===== config.mk =====
export PLATFORM = sky130hd
export DESIGN_NAME = lock_supervisor_flat
export DESIGN_NICKNAME = d
export VERILOG_FILES = /design/src/rtl/lock_supervisor_if.sv /design/src/rtl/lock_supervisor.sv /design/src/flat_wrapper.sv
export SDC_FILE = /design/constraint.sdc
export NUM_CORES = 1
export LEC_CHECK = 0
export ABC_AREA = 1
export CORE_MARGIN = 2
export CORE_UTILIZATION = 30
export DETAILED_ROUTE_END_ITERATION = 8
export GPL_TIMING_DRIVEN = 0
export SYNTH_ARGS = -nofsm -noshare
export SYNTH_HDL_FRONTEND = slang
export SYNTH_SLANG_ARGS = --single-unit

===== constraint.sdc =====
create_clock -name clk -period 1.78 [get_ports clk]
set_clock_uncertainty 0.05 [all_clocks]
set_input_delay 0.356 -clock clk [delete_from_list [all_inputs] [get_ports clk]]
set_output_delay 0.356 -clock clk [all_outputs]
set_load 0.005 [all_outputs]

===== src/rtl/lock_supervisor_if.sv =====
`default_nettype none
// ============================================================================
// lock_supervisor_if : front-panel / lock-core signal bundle for lock_supervisor
// Revision 1.0
// ============================================================================
interface lock_supervisor_if #(
  parameter int MAX_FAILS = 3
);
  localparam int FAIL_W = $clog2(MAX_FAILS + 1);

  logic              btn0_in;
  logic              btn1_in;
  logic              lock_unlock;
  logic              btn0_out;
  logic              btn1_out;
  logic              lock_rst_n;
  logic              door_open;
  logic              locked_out;
  logic              alarm;
  logic [FAIL_W-1:0] fail_cnt;

  modport master (
    output btn0_in, btn1_in, lock_unlock,
    input  btn0_out, btn1_out, lock_rst_n, door_open, locked_out, alarm, fail_cnt
  );

  modport slave (
    input  btn0_in, btn1_in, lock_unlock,
    output btn0_out, btn1_out, lock_rst_n, door_open, locked_out, alarm, fail_cnt
  );
endinterface
`default_nettype wire


===== src/rtl/lock_supervisor.sv =====
`default_nettype none
// ============================================================================
// lock_supervisor : frames button presses into attempts, door-open and lockout
// Revision 1.0
// ============================================================================
module lock_supervisor #(
  parameter int CODE_LEN       = 5,
  parameter int MAX_FAILS      = 3,
  parameter int OPEN_CYCLES    = 100,
  parameter int LOCKOUT_CYCLES = 1000,
  parameter int IDLE_TIMEOUT   = 500
) (
  input  wire logic       clk,
  input  wire logic       rst,
  lock_supervisor_if.slave bus
);
  localparam int PRESS_W = $clog2(CODE_LEN + 1);
  localparam int FAIL_W  = $clog2(MAX_FAILS + 1);
  localparam int T_MAX_A = (OPEN_CYCLES > LOCKOUT_CYCLES) ? OPEN_CYCLES : LOCKOUT_CYCLES;
  localparam int T_MAX   = (T_MAX_A > IDLE_TIMEOUT) ? T_MAX_A : IDLE_TIMEOUT;
  localparam int TIMER_W = $clog2(T_MAX + 1);

  localparam logic [PRESS_W-1:0] C_PRESS_LAST = PRESS_W'(CODE_LEN - 1);
  localparam logic [FAIL_W-1:0]  C_FAIL_LAST  = FAIL_W'(MAX_FAILS - 1);
  localparam logic [FAIL_W-1:0]  C_FAIL_MAX   = FAIL_W'(MAX_FAILS);
  localparam logic [TIMER_W-1:0] C_OPEN_LAST  = TIMER_W'(OPEN_CYCLES - 1);
  localparam logic [TIMER_W-1:0] C_LOCK_LAST  = TIMER_W'(LOCKOUT_CYCLES - 1);
  localparam logic [TIMER_W-1:0] C_IDLE_LAST  = TIMER_W'(IDLE_TIMEOUT - 1);

  typedef enum logic [1:0] {
    CLEAR   = 2'd0,
    ENTRY   = 2'd1,
    OPEN    = 2'd2,
    LOCKOUT = 2'd3
  } state_t;

  state_t             state_q, state_d;
  logic [PRESS_W-1:0] press_cnt_q, press_cnt_d;
  logic [TIMER_W-1:0] timer_q, timer_d;
  logic [FAIL_W-1:0]  fail_cnt_q, fail_cnt_d;
  logic               lock_rst_n_q, lock_rst_n_d;
  logic               door_open_q, door_open_d;
  logic               locked_out_q, locked_out_d;
  logic               alarm_q, alarm_d;
  logic               valid_press;

  assign valid_press  = bus.btn0_in ^ bus.btn1_in;
  assign bus.btn0_out = bus.btn0_in & ~bus.btn1_in & (state_q == ENTRY);
  assign bus.btn1_out = bus.btn1_in & ~bus.btn0_in & (state_q == ENTRY);

  // One timer serves idle, open and lockout; it is zero on entry to each state.
  always_comb begin
    state_d     = state_q;
    press_cnt_d = press_cnt_q;
    timer_d     = timer_q;
    fail_cnt_d  = fail_cnt_q;
    case (state_q)
      CLEAR: begin
        state_d     = ENTRY;
        press_cnt_d = '0;
        timer_d     = '0;
      end
      ENTRY: begin
        if (valid_press) begin
          timer_d = '0;
          if (bus.lock_unlock) begin
            state_d     = OPEN;
            fail_cnt_d  = '0;
            press_cnt_d = '0;
          end else if (press_cnt_q == C_PRESS_LAST) begin
            press_cnt_d = '0;
            if (fail_cnt_q == C_FAIL_LAST) begin
              state_d    = LOCKOUT;
              fail_cnt_d = C_FAIL_MAX;
            end else begin
              state_d    = CLEAR;
              fail_cnt_d = fail_cnt_q + 1'b1;
            end
          end else begin
            press_cnt_d = press_cnt_q + 1'b1;
          end
        end else if (press_cnt_q != '0) begin
          if (timer_q >= C_IDLE_LAST) begin
            state_d     = CLEAR;
            press_cnt_d = '0;
            timer_d     = '0;
          end else begin
            timer_d = timer_q + 1'b1;
          end
        end
      end
      OPEN: begin
        if (timer_q >= C_OPEN_LAST) begin
          state_d = CLEAR;
          timer_d = '0;
        end else begin
          timer_d = timer_q + 1'b1;
        end
      end
      LOCKOUT: begin
        if (timer_q >= C_LOCK_LAST) begin
          state_d    = CLEAR;
          timer_d    = '0;
          fail_cnt_d = '0;
        end else begin
          timer_d = timer_q + 1'b1;
        end
      end
      default: state_d = CLEAR;
    endcase
  end

  // Registered outputs follow the state being entered.
  always_comb begin
    lock_rst_n_d = (state_d == ENTRY);
    door_open_d  = (state_d == OPEN);
    locked_out_d = (state_d == LOCKOUT);
    alarm_d      = (state_q == ENTRY) && (state_d == LOCKOUT);
  end

  always_ff @(posedge clk) begin
    if (rst) begin
      state_q      <= CLEAR;
      press_cnt_q  <= '0;
      timer_q      <= '0;
      fail_cnt_q   <= '0;
      lock_rst_n_q <= 1'b0;
      door_open_q  <= 1'b0;
      locked_out_q <= 1'b0;
      alarm_q      <= 1'b0;
    end else begin
      state_q      <= state_d;
      press_cnt_q  <= press_cnt_d;
      timer_q      <= timer_d;
      fail_cnt_q   <= fail_cnt_d;
      lock_rst_n_q <= lock_rst_n_d;
      door_open_q  <= door_open_d;
      locked_out_q <= locked_out_d;
      alarm_q      <= alarm_d;
    end
  end

  assign bus.lock_rst_n = lock_rst_n_q;
  assign bus.door_open  = door_open_q;
  assign bus.locked_out = locked_out_q;
  assign bus.alarm      = alarm_q;
  assign bus.fail_cnt   = fail_cnt_q;
endmodule
`default_nettype wire


===== src/flat_wrapper.sv =====
// flat-port wrapper written by rule: the top's interface ports become plain ports
module lock_supervisor_flat 
#(
  parameter int CODE_LEN       = 5,
  parameter int MAX_FAILS      = 3,
  parameter int OPEN_CYCLES    = 100,
  parameter int LOCKOUT_CYCLES = 1000,
  parameter int IDLE_TIMEOUT   = 500
)
  (clk, rst, bus_btn0_in, bus_btn1_in, bus_lock_unlock, bus_btn0_out, bus_btn1_out, bus_lock_rst_n, bus_door_open, bus_locked_out, bus_alarm, bus_fail_cnt);
  lock_supervisor_if #(.MAX_FAILS(MAX_FAILS)) bus_i ();
  input  wire logic clk;
  input  wire logic rst;
  input wire logic [$bits(bus_i.btn0_in)-1:0] bus_btn0_in;
  input wire logic [$bits(bus_i.btn1_in)-1:0] bus_btn1_in;
  input wire logic [$bits(bus_i.lock_unlock)-1:0] bus_lock_unlock;
  output wire logic [$bits(bus_i.btn0_out)-1:0] bus_btn0_out;
  output wire logic [$bits(bus_i.btn1_out)-1:0] bus_btn1_out;
  output wire logic [$bits(bus_i.lock_rst_n)-1:0] bus_lock_rst_n;
  output wire logic [$bits(bus_i.door_open)-1:0] bus_door_open;
  output wire logic [$bits(bus_i.locked_out)-1:0] bus_locked_out;
  output wire logic [$bits(bus_i.alarm)-1:0] bus_alarm;
  output wire logic [$bits(bus_i.fail_cnt)-1:0] bus_fail_cnt;
  assign bus_i.btn0_in = bus_btn0_in;
  assign bus_i.btn1_in = bus_btn1_in;
  assign bus_i.lock_unlock = bus_lock_unlock;
  assign bus_btn0_out = bus_i.btn0_out;
  assign bus_btn1_out = bus_i.btn1_out;
  assign bus_lock_rst_n = bus_i.lock_rst_n;
  assign bus_door_open = bus_i.door_open;
  assign bus_locked_out = bus_i.locked_out;
  assign bus_alarm = bus_i.alarm;
  assign bus_fail_cnt = bus_i.fail_cnt;
  lock_supervisor #(.CODE_LEN(CODE_LEN), .MAX_FAILS(MAX_FAILS), .OPEN_CYCLES(OPEN_CYCLES), .LOCKOUT_CYCLES(LOCKOUT_CYCLES), .IDLE_TIMEOUT(IDLE_TIMEOUT)) u_core (.clk(clk), .rst(rst), .bus(bus_i));
endmodule

Word-level counts from Yosys, hierarchy flattened
Cells that the tools add are included.
- bits in registers: 21
- input bits: 5
- output and inout port bits: 8
- logic and storage cells: 68
- add/sub/neg operators: 3
- order comparisons: 3
- eq/ne operators: 13
- mux-type cells: 27
- bitwise logic cells: 7
- reduce and logical (&&, ||, !) cells: 7
- operator list (operator ; count):
    10-bit 2-to-1 mux ; 5
    10-bit one-hot mux with 4 select lines ; 1
    2-bit 2-to-1 mux ; 13
    3-bit 2-to-1 mux ; 5
    10-bit by 1-bit adder with 10-bit output (second input constant) ; 1
    2-bit equality test (second input constant) ; 5
    10-bit >= comparator (second input constant) ; 1
    10-bit by 7-bit >= comparator with 1-bit output (second input constant) ; 1
    10-bit by 9-bit >= comparator with 1-bit output (second input constant) ; 1
    2-bit one-hot mux with 4 select lines ; 1
    3-bit by 2-bit != test with 1-bit output (second input constant) ; 2
    3-bit one-hot mux with 2 select lines ; 1
    1-bit bitwise AND ; 4
    2-bit by 1-bit equality test with 1-bit output (second input constant) ; 2
    2-bit by 1-bit != test with 1-bit output (second input constant) ; 2
    2-bit one-hot mux with 2 select lines ; 1
    4-bit AND reduction ; 1
    2-bit nonzero test ; 2
    3-bit by 1-bit adder with 3-bit output (second input constant) ; 1
    3-bit equality test (second input constant) ; 1
    3-bit != test (second input constant) ; 1
    3-bit AND reduction ; 1
    3-bit nonzero test ; 1
    2-bit by 1-bit adder with 2-bit output (second input constant) ; 1
    4 further kinds ; 5

Longest topological paths before layout
- depth in word-level cells: 8
- gate-level depth with buffers: 12
- gate-level depth less buffers: 12

Worst setup path after synthesis
OpenSTA, ideal clock, no wires.
- path kind: input-to-reg
- start point: input bus_btn1_in
- end point: register u_core.timer_q[7]
- library setup time: 0.070 ns
- arrival: 1.368 ns
- data required time: 1.660 ns
- slack: 0.292 ns
- cell stages on the path: 8
- path buffers: 0
- cells stage by stage: inv_1 > ha_1 > nand2_4 > nor2_4 > nor2_1 > o21ai_0 > nand3b_1 > a21oi_1
- word-level cells in the longest chain between the ends: 3
- ends and longest elaborated chain (what ; RTL line ; RTL):
    start, declared ; flat_wrapper.sv:15 ; input wire logic [$bits(bus_i.btn1_in)-1:0] bus_btn1_in;
    1-bit XOR (*) ; lock_supervisor.sv:47 ; assign valid_press = bus.btn0_in ^ bus.btn1_in;
    10-bit 2-to-1 mux ; lock_supervisor.sv:64 ; if (valid_press) begin
    10-bit one-hot mux with 4 select lines ; lock_supervisor.sv:57 ; case (state_q)
    end signal, assigned ; lock_supervisor.sv:134 ; timer_q <= timer_d;
    end, declared ; lock_supervisor.sv:39 ; logic [TIMER_W-1:0] timer_q, timer_d;
Mark *: on every way between the ends. The rest lies on a longest branch, timed or not.
A chain may end at the register's enable or synchronous reset.

Worst setup path in the final report
- start point: register u_core.state_q[1]
- end point: output bus_btn1_out
- word-level cells in the longest chain between the ends: 2
- ends and longest elaborated chain (what ; RTL line ; RTL):
    start, declared ; lock_supervisor.sv:37 ; state_t state_q, state_d;
    start signal, assigned ; lock_supervisor.sv:132 ; state_q <= state_d;
    2-bit by 1-bit equality test with 1-bit output ; lock_supervisor.sv:49 ; assign bus.btn1_out = bus.btn1_in & ~bus.btn0_in & (state_q == ENTRY);
    1-bit bitwise AND ; lock_supervisor.sv:49 ;
    end, declared ; flat_wrapper.sv:18 ; output wire logic [$bits(bus_i.btn1_out)-1:0] bus_btn1_out;
Every way passes these cells.

==> results.txt <==
status - finished, final reports clean
maxcap violations - 0
Mapped Area - 0.00124 mm²
htree depth - 1
Final ANT Viol Nets - 0
drt first pass iters - 5
initial DRC count - 62
Clock Sinks - 21
first-pass GRT wire length - 4.66 mm
VDD IR-drop max - 0.000326 V
Final Instance Area - 0.00149 mm²
actual transition at the worst max-transition pin - 547 ps
dominant cell type by area after synthesis - dfxtp_1
FMAX - 0.603 GHz
Finished Layout Cells - 248
final hold vios - 0
Post-DP HPWL - 1.98 mm
Syn-to-layout area delta - 20.0%
Final Setup Violations - 0
core region area - 0.00400 mm²
cts hold-fix bufs - 0
root buffer cell - clkbuf_8
Filler Cell Count - 431
die height - 68.4 µm
Mapped Nets - 192
post-synthesis cell count - 181
PnR Total Power - 1.21 mW
CTS tree - built
Vias - 1147
GPL Wtd Cong - 0.884
post-synth cell types - 26
top cell type's share of synthesized area - 0.338
startpoint types - register
row count - 23
WP buf/inv - 2
CTS Buf Count - 3
required time worst endpoint - 1370 ps
Max clock buf depth - 2
IO buf count - 12
critical path endpoint category - output port
main area contributors after synthesis - dfxtp_1 34%, nand2_1 13%, inv_1 8.4%
Setup Crit Path Kind - reg2out
Die ar. - 0.00468 mm²
GR Overflow Total - 0
Sequential cell area - 422 µm²
placed insts - 243
critical path's slowest cell - dfxtp_1
Starting Density - 0.311
per-cell routed wire length - 10.9 µm
Power Density - 811 mW/mm²
Clock Latency Late Sink - 260 ps
Multi-input gate area - 721 µm²
Yosys reg bits - 21
dpl cell area - 0.00143 mm²
worst path cell trace - nor2_4 -> inv_1 -> nor2_1 -> dlygate4sd2_1
Total GRT Usage - 0.131
proportion of synthesized chip area in sequential cells - 0.338
initial antenna violation count - 0
most common cell after layout, fill and taps aside - nand2_1
# DRC - 0
vias per cell - 4.63
layout net count - 210
vias in the first global route - 1030
CP Max Fanout - 5
mean post-synth cell area - 6.88 µm²
IO Count - 13
P_leak - 0.640 nW
dpl ws - -412 ps
DIE WIDTH - 68.4 µm
number of max-slew violations in the final report - 0
Hold WS - 432 ps
share of cells above drive strength 1 - 0.131
Rel. slew slack - 0.636
Worst path max stage delay - 500 ps
fin crit share - 0.932
Hold Path Class - reg2reg
number of antenna diodes - 0
Synth warnings - 0
most frequent cells in the layout - 44 x nand2_1, 27 x inv_1, 20 x dfxtp_1, 17 x a21oi_1, 14 x nor2_1
Setup WS post-layout - 121 ps
fin crit period - 1660 ps
Critical Path AT - 1250 ps
largest net degree at the start of global routing - 12
Total Wirelength - 2.70 mm
CP top delay family - flip-flops
register clock-pin slew on the reported worst setup and hold paths - 80 ps
## state kept, by name, summed over array words and instances, names as in the netlist
name	flops
u_core.timer_q	10
u_core.press_cnt_q	3
u_core.bus.door_open	1
u_core.state_q	2
u_core.bus.fail_cnt	2
u_core.bus.locked_out	1
u_core.bus.lock_rst_n	1
u_core.bus.alarm	1
## cell type report
| type | instances | share of cell area |
|---|---|---|
| multi-input cells | 128 | 0.482 |
| flip-flops and latches | 21 | 0.282 |
| repair buffers | 13 | 0.0821 |
| inverters | 30 | 0.0754 |
| well taps | 50 | 0.0419 |
| clock buffers | 4 | 0.0302 |
| plain buffers | 2 | 0.00586 |
## metrics by stage
stage,setup TNS [ps],utilization
floorplan,0,-
global placement,-7210,0.357
detailed placement,-7250,0.357
CTS,0,0.373
global route,-3.33,0.373
finish,0,0.373
## what timing repair did
item	CTS	global route
resized for setup	9	1
setup endpoints to repair	18	9
buffers inserted	1	0
pin swaps	1	0
## power by group
group | switching, mW | total [mW] | leakage (nW) | internal (mW)
Sequential | 0.0318 | 0.537 | 0.171 | 0.506
Clock | 0.160 | 0.320 | 0.0228 | 0.160
Combinational | 0.213 | 0.354 | 0.447 | 0.141
Total | 0.405 | 1.21 | 0.640 | 0.806
## routing by layer
metal,share of wire,wire length (µm),vias up,GRT usage
met2,0.44,1190,22,0.200
met1,0.51,1370,505,0.186
met3,0.039,106,2,0.0197
met4,0.0096,26,0,0.0475
li1,-,-,618,-
met5,0,0,-,0
## cells by family after synthesis
family          count (synthesis)  share of synthesized area
buf+inv                        32                     0.0975
compound gates                 26                      0.123
flops                          21                      0.338
xor+xnor                        1                    0.00704
fa+ha+maj                       6                     0.0603
simple gates                   95                      0.375
## worst paths after layout
check / slack [ps] / cells past startpoint / endpoint / start
worst min-delay path: 430 / 2 / u_core.press_cnt_q[1]$_SDFFE_PP0P_ / u_core.press_cnt_q[1]$_SDFFE_PP0P_
worst min register to register: 430 / 2 / u_core.press_cnt_q[1]$_SDFFE_PP0P_ / u_core.press_cnt_q[1]$_SDFFE_PP0P_
worst max register to register: 230 / 8 / u_core.bus.fail_cnt[1]$_SDFFE_PP0P_ / u_core.timer_q[0]$_SDFFE_PP0P_
worst max-delay path: 120 / 4 / bus_btn1_out / u_core.state_q[1]$_SDFF_PP0_
## synth_stat cells
master and count:
nor2_2 2, nor2_1 16, nand3b_1 3, xor2_1 1
a21oi_1 17, o211ai_2 1, a211oi_1 1, nand4_1 6
ha_1 6, nor3_1 2, dfxtp_1 21, nand2_4 2
nor3_2 1, buf_2 1, inv_2 2, nand2_1 44
nand2_2 2, o21ai_0 4, nor2_4 3, o21bai_1 1
clkbuf_1 1, a211oi_2 1, nand3_1 12, nand3_2 2
inv_1 28, o211ai_1 1
## worst reg2reg max path: cells and delay by family, from the launching register on
family / cells / cell delay, ps
compound gates: 1 / 130
simple gates: 6 / 750
flops: 1 / 360
fa+ha+maj: 1 / 200
Note: power is estimated with default switching activity, not from simulation.
